===== config.mk =====
export PLATFORM = sky130hd
export DESIGN_NAME = axi_master
export DESIGN_NICKNAME = d
export VERILOG_FILES = /design/src/rtl/axi_master.sv
export SDC_FILE = /design/constraint.sdc
export NUM_CORES = 1
export LEC_CHECK = 0
export ABC_AREA = 1
export ABC_CLOCK_PERIOD_IN_PS = 2300
export CAP_MARGIN = 30
export CORE_MARGIN = 2
export CORE_UTILIZATION = 47
export DETAILED_ROUTE_END_ITERATION = 10
export PLACE_DENSITY_LB_ADDON = 0.25
export SLEW_MARGIN = 20
export SYNTH_ARGS = -nofsm -noshare
export SYNTH_HDL_FRONTEND = slang
export SYNTH_SLANG_ARGS = --single-unit
export TNS_END_PERCENT = 50

===== constraint.sdc =====
create_clock -name clk -period 2.3 [get_ports clk]
set_input_delay 0.23 -clock clk [delete_from_list [all_inputs] [get_ports clk]]
set_output_delay 0.23 -clock clk [all_outputs]
set_load 0.05 [all_outputs]

===== src/rtl/axi_master.sv =====
// AXI4-Lite master: one single-beat command in flight; rsp_valid 3 cycles after accept with a zero-wait slave.
// cmd_ready is high only in IDLE; the response is held until rsp_ready, and AXI valids are held until their ready.
`timescale 1ns/1ps
module axi_master #(
  parameter int ADDR_WIDTH     = 32,
  parameter int DATA_WIDTH     = 32,
  parameter int TIMEOUT_CYCLES = 256
) (
  input  logic                  clk,
  input  logic                  rst_n,
  input  logic                  cmd_valid,
  output logic                  cmd_ready,
  input  logic                  cmd_write,
  input  logic [ADDR_WIDTH-1:0] cmd_addr,
  input  logic [DATA_WIDTH-1:0] cmd_wdata,
  input  logic [3:0]            cmd_wstrb,
  output logic                  rsp_valid,
  input  logic                  rsp_ready,
  output logic                  rsp_write,
  output logic [DATA_WIDTH-1:0] rsp_rdata,
  output logic [1:0]            rsp_resp,
  output logic                  timeout_err,
  output logic [ADDR_WIDTH-1:0] awaddr,
  output logic                  awvalid,
  input  logic                  awready,
  output logic [DATA_WIDTH-1:0] wdata,
  output logic [3:0]            wstrb,
  output logic                  wvalid,
  input  logic                  wready,
  input  logic [1:0]            bresp,
  input  logic                  bvalid,
  output logic                  bready,
  output logic [ADDR_WIDTH-1:0] araddr,
  output logic                  arvalid,
  input  logic                  arready,
  input  logic [DATA_WIDTH-1:0] rdata,
  input  logic [1:0]            rresp,
  input  logic                  rvalid,
  output logic                  rready
);

  typedef enum logic [2:0] {IDLE, WR_AW_W, WR_B, RD_AR, RD_R, RESP} state_t;

  localparam int CW = (TIMEOUT_CYCLES > 0) ? $clog2(TIMEOUT_CYCLES + 1) : 1;
  localparam logic [CW-1:0] TO_MAX  = CW'(TIMEOUT_CYCLES);
  localparam logic [CW-1:0] TO_LAST = CW'((TIMEOUT_CYCLES > 0) ? TIMEOUT_CYCLES - 1 : 0);

  state_t        state;
  logic          aw_done, w_done;
  logic [CW-1:0] wait_cnt;

  logic aw_hs, w_hs, aw_fin, w_fin;
  logic phase_active, phase_done;

  assign cmd_ready = (state == IDLE);
  assign aw_hs     = awvalid & awready;
  assign w_hs      = wvalid & wready;
  assign aw_fin    = aw_done | aw_hs;
  assign w_fin     = w_done | w_hs;

  // A phase is any state waiting on the slave; done means its handshake completes this cycle.
  always_comb begin
    phase_active = 1'b0;
    phase_done   = 1'b0;
    case (state)
      WR_AW_W: begin phase_active = 1'b1; phase_done = aw_fin & w_fin;    end
      WR_B:    begin phase_active = 1'b1; phase_done = bvalid & bready;   end
      RD_AR:   begin phase_active = 1'b1; phase_done = arvalid & arready; end
      RD_R:    begin phase_active = 1'b1; phase_done = rvalid & rready;   end
      default: ;
    endcase
  end

  always_ff @(posedge clk or negedge rst_n) begin
    if (!rst_n) begin
      state       <= IDLE;
      aw_done     <= 1'b0;
      w_done      <= 1'b0;
      wait_cnt    <= '0;
      timeout_err <= 1'b0;
      awaddr      <= '0;
      awvalid     <= 1'b0;
      wdata       <= '0;
      wstrb       <= '0;
      wvalid      <= 1'b0;
      bready      <= 1'b0;
      araddr      <= '0;
      arvalid     <= 1'b0;
      rready      <= 1'b0;
      rsp_valid   <= 1'b0;
      rsp_write   <= 1'b0;
      rsp_rdata   <= '0;
      rsp_resp    <= '0;
    end else begin
      // Counter restarts whenever a phase is entered; it saturates so the pulse fires once per phase.
      timeout_err <= 1'b0;
      if (!phase_active || phase_done) begin
        wait_cnt <= '0;
      end else if (TIMEOUT_CYCLES != 0 && wait_cnt != TO_MAX) begin
        wait_cnt <= wait_cnt + CW'(1);
        if (wait_cnt == TO_LAST) timeout_err <= 1'b1;
      end

      case (state)
        IDLE: begin
          if (cmd_valid) begin
            if (cmd_write) begin
              awaddr  <= cmd_addr;
              wdata   <= cmd_wdata;
              wstrb   <= cmd_wstrb;
              awvalid <= 1'b1;
              wvalid  <= 1'b1;
              aw_done <= 1'b0;
              w_done  <= 1'b0;
              state   <= WR_AW_W;
            end else begin
              araddr  <= cmd_addr;
              arvalid <= 1'b1;
              state   <= RD_AR;
            end
          end
        end
        WR_AW_W: begin
          if (aw_hs) begin
            awvalid <= 1'b0;
            aw_done <= 1'b1;
          end
          if (w_hs) begin
            wvalid <= 1'b0;
            w_done <= 1'b1;
          end
          if (aw_fin && w_fin) begin
            bready <= 1'b1;
            state  <= WR_B;
          end
        end
        WR_B: begin
          if (bvalid) begin
            bready    <= 1'b0;
            rsp_resp  <= bresp;
            rsp_write <= 1'b1;
            rsp_rdata <= '0;
            rsp_valid <= 1'b1;
            state     <= RESP;
          end
        end
        RD_AR: begin
          if (arready) begin
            arvalid <= 1'b0;
            rready  <= 1'b1;
            state   <= RD_R;
          end
        end
        RD_R: begin
          if (rvalid) begin
            rready    <= 1'b0;
            rsp_rdata <= rdata;
            rsp_resp  <= rresp;
            rsp_write <= 1'b0;
            rsp_valid <= 1'b1;
            state     <= RESP;
          end
        end
        RESP: begin
          if (rsp_ready) begin
            rsp_valid <= 1'b0;
            state     <= IDLE;
          end
        end
        default: state <= IDLE;
      endcase
    end
  end

endmodule


==> results of run 1 <==
-- cells in the mapped netlist, types with 2 or more instances --
| library cell | n |
|---|---|
| nand4_1 | 3 |
| a21oi_1 | 2 |
| o21ai_2 | 12 |
| buf_6 | 10 |
| xor2_1 | 4 |
| nand3_1 | 13 |
| inv_1 | 54 |
| o21ai_0 | 73 |
| buf_2 | 9 |
| nand2_1 | 309 |
| clkbuf_1 | 13 |
| nand3_2 | 2 |
| dfrtp_1 | 156 |
| o21ai_1 | 18 |
| nor2_1 | 19 |
| ha_1 | 3 |
-- area by class of cell --
cell class | instances | area (um^2) | area share
inverter | 57 | 216 | 0.0223
multi-input combinational | 468 | 2070 | 0.214
clock inverter | 14 | 146 | 0.0151
sequential | 156 | 3900 | 0.403
clock buffer | 18 | 439 | 0.0453
timing repair buffer | 265 | 2700 | 0.278
tap | 176 | 220 | 0.0227
-- cells by family (layout without fill, tap and decap cells) --
kind of cell / after synthesis / count (layout)
simple gates: 353 / 353
fa+ha+maj: 3 / 3
compound gates: 108 / 108
buf+inv: 89 / 354
xor+xnor: 4 / 4
flops: 156 / 156
-- layer usage --
metal	global-route usage	routed length, um	vias up
met5	0	0	-
met4	0.109	480	0
met3	0.0807	1260	34
met2	0.400	8210	199
met1	0.299	7070	2578
li1	-	-	2722
-- repair_timing --
item,CTS,global route
hold buffers,1,0
hold endpoints to repair,49,0
gates resized for setup,1,0
endpoints found under the setup margin,1,0
-- state kept, by name, indices dropped and copies added, names as in the netlist, 2 cells and up --
register,flops
rsp_resp,2
wait_cnt,9
wstrb,4
wdata,32
araddr,32
awaddr,32
rsp_rdata,32
state,3
-- metrics by stage --
stage	instance area, um^2	hold WS [ns]	setup WS (ns)
floorplan	6400	-0.0656	0.636
global placement	9100	0.202	0.447
detailed placement	9100	0.205	0.399
CTS	9700	0.332	0.240
global route	9700	0.335	0.158
finish	9700	0.317	0.252
-- power groups by stage --
stage	clock network (W)	registers, W	logic, W
after floorplan	0	0.00858	0.00203
after global placement	0	0.00466	0.00902
after detailed placement	0	0.00469	0.00912
after CTS	0.00279	0.00468	0.00918
after global routing	0.00293	0.00483	0.00966
final	0.00274	0.00468	0.00912
-- worst register-to-register path: stages (launching register included) --
cell and delay, ns:
dfrtp_1 0.46, nor2_1 0.11, nand2_1 0.16, clkinv_1 0.46
buf_12 0.34, nand2_1 0.06, nand2_1 0.05, nand2_1 0.06
nand2_1 0.04
-- worst paths after layout --
kind	from	to	slack [ns]	depth (start not counted)
worst max register to register	state[0]	rsp_resp[0]	0.45	8
worst min register to register	wdata[15]	wdata[15]	0.47	2
worst max-delay path	state[2]	cmd_ready	0.25	4
max in group asynchronous	rst_n	wstrb[1]	1.13	3
min in group clk	cmd_wdata[11]	wdata[11]	0.34	3
worst min-delay path	rst_n	wvalid	0.32	2
==> impl_metrics.env, run 1 <==
export IMPL_timing_critical_path_from_type="flop"
export IMPL_design_final_nets=1082
export IMPL_ios=257
export IMPL_timing_clock_skew_ns=0.00837
export IMPL_switch_pwr_w=0.00811
export IMPL_drt_initial_drc_count=308
export IMPL_endpoint_kind="output pin"
export IMPL_synth_compound_area_frac=0.0925
export IMPL_combPwrFrac=0.551
export IMPL_final_layout_size_suffix_gt1_frac=0.0634
export IMPL_cts_inserted_buffers=17
export IMPL_most_frequent_cells_in_the_layout="nand2_1 (309), clkdlybuf4s50_1 (254), dfrtp_1 (156)"
export IMPL_floorplan_rows=42
export IMPL_synth_seq_cells=156
export IMPL_worst_ep_arrival_time_ns=1.82
export IMPL_dieWidth_um=121
export IMPL_dr_total_vias=5533
export IMPL_dr_pass1_iters=4
export IMPL_cts_root_buf="clkbuf_16"
export IMPL_final_core_utilization=0.729
export IMPL_outcome="finished clean"
export IMPL_cp_required_ns=2.07
export IMPL_detailed_route_wire_length_per_cell_um=14.8
export IMPL_core_area_um2=13300
export IMPL_slew_at_the_pin_closest_to_its_max_slew_limit_ns=0.568
export IMPL_place_congestion=0.852
export IMPL_cts_tree="done"
export IMPL_slowest_delay_ns=0.55
export IMPL_clock_latency_ns=0.42
export IMPL_power_share_switching=0.490
export IMPL_critical_path_max_fanout=8
export IMPL_number_of_enable_type_register_cells_in_the_synthesized_netlist=0
export IMPL_initial_utilization=0.481
export IMPL_slew_viol_final=0
export IMPL_vias_per_cell=4.79
export IMPL_post_synth_inst_count=713
export IMPL_post_synth_top_area_cell="dfrtp_1"
export IMPL_floorplan_die_height_um=121
export IMPL_timing_hold_worst_class="in -> async"
export IMPL_synth_xor_area_share=0.00547
export IMPL_n_antenna_cell=0
export IMPL_yosys_area_top_type_share=0.610
export IMPL_setup_repair_after_global_routing_missed_its_margin="false"
export IMPL_synthArstFlopShare=1.00
export IMPL_global_route_wire_length_before_repair_um=27900
export IMPL_number_of_post_cts_setup_repair_buffers=0
export IMPL_ant_nets=0
export IMPL_yosys_cell_types_count=29
export IMPL_power_total_w=0.0166
export IMPL_max_slew_margin_rel=0.620
export IMPL_synth_main_ff_cell="dfrtp_1"
export IMPL_post_synth_instance_area_um2=6400
export IMPL_die_area_um2=14600
export IMPL_first_global_vias=5647
export IMPL_synth_nets=830
export IMPL_layout_min_cycle_time_ns=2.05
export IMPL_max_cap_violations=0
export IMPL_synth_warnings=0
export IMPL_syn_area_per_cell_um2=8.98
export IMPL_power_density_nw_per_um2=1710
export IMPL_residual_drc=0
export IMPL_finalCritPeriodShare=0.890
export IMPL_tritoncts_num_sinks=156
export IMPL_worst_ir_drop_vdd_v=0.000966
export IMPL_power_report_internal_total_w=0.00844
export IMPL_timing_setup_critical_path_class="reg -> out"
export IMPL_globalRoute_totalOverflow=0
export IMPL_critPathBufInv=2
export IMPL_place_inst=1121
export IMPL_wirelength_um=17000
export IMPL_path_delay_family="buffers and inverters"
export IMPL_final_common_cell="nand2_1"
export IMPL_portion_of_the_post_synthesis_area_used_by_sequential_elements=0.610
export IMPL_antenna_found_initial=0
export IMPL_clock_path_buffers=2
export IMPL_port_buffers=256
export IMPL_largest_cells_by_area_after_synthesis="dfrtp_1 (61%), nand2_1 (18%), o21ai_0 (5.7%)"
export IMPL_yosys_area_share_adder=0.00587
export IMPL_fraction_of_the_mapped_netlist_area_in_simple_logic_gates=0.220
export IMPL_detailed_place_hpwl_um=11800
export IMPL_fmax_ghz=0.488
export IMPL_worstPathCellList="nor2_4 > nand2_2 > clkinv_2 > dlygate4sd2_1"
export IMPL_gr_usage_all_layers=0.246
export IMPL_syn2layout_area_growth_pct=51.5
export IMPL_worst_setup_hold_path_clk_slew_ns=0.06
export IMPL_synth_top_family_by_area="simple AND/OR/NAND/NOR gates"
export IMPL_final_hold_violation_count=0
export IMPL_num_fill_cells=1032
export IMPL_grt_start_max_net_pins=73
export IMPL_finish_cell_count_without_fillers=1154
export IMPL_slowest_cp_cell="dlygate4sd2_1"
export IMPL_fin_tns_setup_ns=0
export IMPL_sequential_group_share_of_total_power=0.283
export IMPL_setup_violations=0
export IMPL_ctsHtreeMaxLevel=4
export IMPL_clock_power_share=0.166
export IMPL_post_synth_mux_area_share=0
export IMPL_power_leakage_nw=4.60
No activity file was read; power rests on OpenSTA's default activity.
==> run 2: changes to the inputs <==
--- a/config.mk
+++ b/config.mk
@@ -9,9 +9,10 @@
 export ABC_CLOCK_PERIOD_IN_PS = 2300
 export CAP_MARGIN = 30
 export CORE_MARGIN = 2
-export CORE_UTILIZATION = 47
+export CORE_UTILIZATION = 45
 export DETAILED_ROUTE_END_ITERATION = 10
 export PLACE_DENSITY_LB_ADDON = 0.25
+export SKIP_CTS_REPAIR_TIMING = 1
 export SLEW_MARGIN = 20
 export SYNTH_ARGS = -nofsm -noshare
 export SYNTH_HDL_FRONTEND = slang
==> impl_metrics.env, run 2 (synthesized netlist as in run 1, its figures left out) <==
export IMPL_outcome="finished clean"
export IMPL_port_buffers=256
export IMPL_first_global_vias=5223
export IMPL_finish_cell_count_without_fillers=1158
export IMPL_num_fill_cells=1091
export IMPL_tritoncts_num_sinks=156
export IMPL_setup_repair_after_global_routing_missed_its_margin="false"
export IMPL_worst_setup_hold_path_clk_slew_ns=0.06
export IMPL_fmax_ghz=0.521
export IMPL_core_area_um2=13900
export IMPL_global_route_wire_length_before_repair_um=25400
export IMPL_worst_ir_drop_vdd_v=0.000957
export IMPL_power_density_nw_per_um2=1700
export IMPL_timing_hold_worst_class="in -> async"
export IMPL_syn2layout_area_growth_pct=51.9
export IMPL_floorplan_rows=43
export IMPL_final_hold_violation_count=0
export IMPL_max_slew_margin_rel=0.613
export IMPL_place_congestion=0.837
export IMPL_vias_per_cell=4.67
export IMPL_floorplan_die_height_um=123
export IMPL_timing_setup_critical_path_class="reg -> out"
export IMPL_dr_total_vias=5413
export IMPL_setup_violations=0
export IMPL_critical_path_max_fanout=8
export IMPL_globalRoute_totalOverflow=0
export IMPL_endpoint_kind="output pin"
export IMPL_most_frequent_cells_in_the_layout="nand2_1 (309), clkdlybuf4s50_1 (254), dfrtp_1 (156)"
export IMPL_finalCritPeriodShare=0.835
export IMPL_post_dp_cell_area_um2=9120
export IMPL_max_cap_violations=0
export IMPL_grt_start_max_net_pins=84
export IMPL_ant_nets=0
export IMPL_final_common_cell="nand2_1"
export IMPL_detailed_place_hpwl_um=11400
export IMPL_n_antenna_cell=0
export IMPL_ctsHtreeMaxLevel=4
export IMPL_stdcell_area_um2=9720
export IMPL_antenna_found_initial=0
export IMPL_detailed_route_wire_length_per_cell_um=14.1
export IMPL_worst_ep_arrival_time_ns=1.69
export IMPL_layout_min_cycle_time_ns=1.92
export IMPL_timing_clock_skew_ns=0.00614
export IMPL_cp_required_ns=2.07
export IMPL_residual_drc=0
export IMPL_drt_initial_drc_count=302
export IMPL_die_area_um2=15200
export IMPL_wirelength_um=16300
export IMPL_dr_pass1_iters=5
export IMPL_gr_usage_all_layers=0.218
export IMPL_power_leakage_nw=4.62
export IMPL_dieWidth_um=123
export IMPL_initial_utilization=0.461
export IMPL_clock_latency_ns=0.41
export IMPL_final_layout_size_suffix_gt1_frac=0.0583
export IMPL_cts_tree="done"
export IMPL_holdWs_ns=0.342
export IMPL_clock_path_buffers=2
export IMPL_design_final_nets=1082
export IMPL_slew_viol_final=0
export IMPL_ios=257
export IMPL_cts_root_buf="clkbuf_16"
export IMPL_place_inst=1125
export IMPL_cts_inserted_buffers=17
export IMPL_timing_critical_path_from_type="flop"
export IMPL_final_core_utilization=0.701
export IMPL_slew_at_the_pin_closest_to_its_max_slew_limit_ns=0.579
==> run 2: changes by cell type in the layout (fill, tap and decap cells not counted), moves of 3 or more <==
cell / previous run / this run
clkbuf_1: 0 / 5
clkbuf_8: 1 / 5
clkinv_2: 6 / 3
clkinv_4: 4 / 0
==> run 2: area by class of cell <==
type	count	area [um^2]	share of cell area
sequential	156	3900	0.401
timing repair buffer	265	2710	0.279
multi-input combinational	468	2070	0.213
clock buffer	27	513	0.0528
tap	180	225	0.0232
inverter	57	216	0.0223
clock inverter	5	80.1	0.00823
==> run 2: critical path, cell delays in order, from the launching register on <==
cell and delay [ns]:
dfrtp_1 0.47, nor2_4 0.18, nand2_2 0.09, clkinv_2 0.10, dlymetal6s2s_1 0.44
==> run 2: report_power, final <==
part	total [W]	switching, W	leakage (nW)	internal [W]
clock	0.00279	0.00104	0.284	0.00174
combinational	0.00909	0.00622	2.33	0.00287
sequential	0.00464	0.000687	2.00	0.00395
total	0.0165	0.00795	4.62	0.00857
==> run 2: final timing paths <==
path                          startpoint             to  slack [ns]  cells past startpoint
min in group clk           cmd_wdata[10]      wdata[10]        0.35                      3
max                             state[2]      cmd_ready        0.38                      4
min reg2reg                     wdata[3]       wdata[3]        0.47                      2
max in group asynchronous          rst_n      rsp_write        1.26                      3
max reg2reg                     state[0]  rsp_rdata[12]        0.52                      6
min                                rst_n  rsp_rdata[31]        0.34                      2
==> run 2: stage by stage <==
step           total power, W  setup TNS, ns  setup WS, ns
2_1_floorplan          0.0106              0         0.636
3_3_place_gp           0.0137              0         0.447
3_5_place_dp           0.0138              0         0.433
4_1_cts                0.0166        -0.0307       -0.0307
5_1_grt                0.0174              0         0.294
6_report               0.0165              0         0.380
==> run 2: routing by layer <==
metal | share of wire | routed length (um) | GRT usage
met5 | 0 | 0 | 0
met4 | 0.026 | 431 | 0.0881
met3 | 0.098 | 1600 | 0.0978
met1 | 0.40 | 6560 | 0.248
met2 | 0.47 | 7680 | 0.357
==> run 3: changes to the inputs <==
--- a/config.mk
+++ b/config.mk
@@ -6,10 +6,10 @@
 export NUM_CORES = 1
 export LEC_CHECK = 0
 export ABC_AREA = 1
-export ABC_CLOCK_PERIOD_IN_PS = 2300
+export ABC_CLOCK_PERIOD_IN_PS = 1600
 export CAP_MARGIN = 30
 export CORE_MARGIN = 2
-export CORE_UTILIZATION = 45
+export CORE_UTILIZATION = 39
 export DETAILED_ROUTE_END_ITERATION = 10
 export PLACE_DENSITY_LB_ADDON = 0.25
 export SKIP_CTS_REPAIR_TIMING = 1
==> constraint.sdc (replaced) <==
create_clock -name clk -period 1.6 [get_ports clk]
set_input_delay 0.16 -clock clk [delete_from_list [all_inputs] [get_ports clk]]
set_output_delay 0.16 -clock clk [all_outputs]
set_load 0.05 [all_outputs]
==> impl_metrics.env, run 3 (synthesized netlist as in run 1, its figures left out) <==
export IMPL_detailroute_wirelength_met2_um=8130
export IMPL_max_cap_violations=0
export IMPL_slowest_cp_cell="dfrtp_2"
export IMPL_detailed_route_wire_length_per_cell_um=14.3
export IMPL_ant_nets=0
export IMPL_globalRoute_totalOverflow=0
export IMPL_endpoint_kind="output pin"
export IMPL_final_core_utilization=0.607
export IMPL_timing_setup_critical_path_class="reg -> out"
export IMPL_drt_initial_drc_count=201
export IMPL_cts_tree="done"
export IMPL_worst_setup_hold_path_clk_slew_ns=0.07
export IMPL_ios=257
export IMPL_max_slew_margin_rel=0.787
export IMPL_tritoncts_num_sinks=156
export IMPL_cts_inserted_buffers=17
export IMPL_finalCritPeriodShare=0.996
export IMPL_place_congestion=0.806
export IMPL_dieWidth_um=132
export IMPL_n_antenna_cell=0
export IMPL_setup_violations=0
export IMPL_worstPathCellList="nor2_4 > nand2_4 > clkinv_4 > buf_6 > buf_12"
export IMPL_slew_at_the_pin_closest_to_its_max_slew_limit_ns=0.320
export IMPL_r2r_worst_path_cells=6
export IMPL_finish_cell_count_without_fillers=1214
export IMPL_syn2layout_area_growth_pct=51.1
export IMPL_met3_wirelength_um=1500
export IMPL_final_hold_violation_count=0
export IMPL_initial_utilization=0.401
export IMPL_timing_hold_worst_class="in -> async"
export IMPL_wirelength_um=17300
export IMPL_design_final_nets=1102
export IMPL_core_area_um2=15900
export IMPL_setup_repair_after_global_routing_missed_its_margin="true"
export IMPL_port_buffers=256
export IMPL_critPathBufInv=3
export IMPL_cp_required_ns=1.44
export IMPL_clock_latency_ns=0.42
export IMPL_detailed_place_hpwl_um=12200
export IMPL_fmax_ghz=0.627
export IMPL_first_global_vias=5506
export IMPL_floorplan_die_height_um=132
export IMPL_most_frequent_cells_in_the_layout="nand2_1 (309), buf_4 (157), dfrtp_1 (155)"
export IMPL_power_share_switching=0.500
export IMPL_vias_per_cell=4.55
export IMPL_top_layer="met5"
export IMPL_global_route_wire_length_before_repair_um=28000
export IMPL_antenna_found_initial=1
export IMPL_switch_pwr_w=0.0118
export IMPL_worst_ir_drop_vdd_v=0.00134
export IMPL_slew_viol_final=0
export IMPL_final_common_cell="nand2_1"
export IMPL_critical_path_max_fanout=4
export IMPL_r2r_start="wait_cnt[0]"
export IMPL_detail_route_wirelength_met1_um=7460
export IMPL_clock_path_buffers=2
export IMPL_timing_critical_path_from_type="flop"
export IMPL_floorplan_rows=46
export IMPL_crit_reg2reg_capture="wait_cnt[8]"
export IMPL_combPwrFrac=0.550
export IMPL_clock_power_share=0.165
export IMPL_cts_root_buf="clkbuf_16"
export IMPL_dr_total_vias=5523
export IMPL_grt_start_max_net_pins=69
export IMPL_gr_usage_all_layers=0.201
export IMPL_residual_drc=0
export IMPL_path_delay_family="flip-flops"
export IMPL_layout_min_cycle_time_ns=1.59
export IMPL_post_dp_cell_area_um2=8980
export IMPL_outcome="finished clean"
export IMPL_power_leakage_nw=4.94
export IMPL_dr_pass1_iters=4
export IMPL_stdcell_area_um2=9670
export IMPL_worst_ep_arrival_time_ns=1.43
export IMPL_slowest_delay_ns=0.45
export IMPL_place_inst=1177
export IMPL_ctsHtreeMaxLevel=4
export IMPL_final_layout_size_suffix_gt1_frac=0.231
export IMPL_power_total_w=0.0237
export IMPL_die_area_um2=17500
export IMPL_sequential_group_share_of_total_power=0.284
export IMPL_power_report_internal_total_w=0.0118
export IMPL_timing_clock_skew_ns=0.00884
export IMPL_reg2reg_setup_slack_ns=0.09
export IMPL_power_density_nw_per_um2=2450
==> run 3: worst max-delay path by stage <==
| stage | from | endpoint | cells past startpoint |
|---|---|---|---|
| 2_1_floorplan | state[2] | awaddr[10] | 11 |
| 3_3_place_gp | rvalid | state[1] | 8 |
| 3_5_place_dp | state[0] | awaddr[15] | 9 |
| 4_1_cts | state[0] | cmd_ready | 5 |
| 5_1_grt | state[0] | cmd_ready | 5 |
| 6_report | state[0] | cmd_ready | 5 |
==> run 3: layout make-up <==
type / count / area [um^2]
clock inverter: 14 / 135
timing repair buffer: 285 / 2590
inverter: 57 / 225
multi-input combinational: 468 / 2110
fill: 1408 / 6270
tap: 216 / 270
clock buffer: 18 / 439
sequential: 156 / 3910
==> run 3: layer usage <==
| metal | track usage | vias up |
|---|---|---|
| met5 | 0 | - |
| met4 | 0.0628 | 2 |
| met3 | 0.0792 | 19 |
| met2 | 0.321 | 178 |
| met1 | 0.251 | 2554 |
| li1 | - | 2770 |
==> run 3: worst register-to-register path, stage by stage (launching register included) <==
cell and delay (ns):
dfrtp_1 0.37, ha_1 0.20, nand4_1 0.16, nor4_2 0.21, ha_1 0.28, a21boi_0 0.12
nor2_1 0.10
==> run 3: metrics by stage <==
stage	setup slack, ns	setup TNS, ns	hold WS, ns
2_1_floorplan	0.0101	0	-0.136
3_3_place_gp	0.0773	0	0.0643
3_5_place_dp	0.0301	0	0.0618
4_1_cts	-0.0410	-0.0410	-0.392
5_1_grt	-0.0503	-0.0511	0.208
6_report	0.00607	0	0.186
==> run 3: power by group through the flow <==
stage                     combinational (W)  clock [W]  sequential, W
final                                0.0130    0.00391        0.00672
after global routing                 0.0139    0.00419        0.00695
after CTS                            0.0129    0.00400        0.00672
after detailed placement             0.0129          0        0.00675
after global placement               0.0128          0        0.00671
after floorplan                     0.00292          0         0.0123
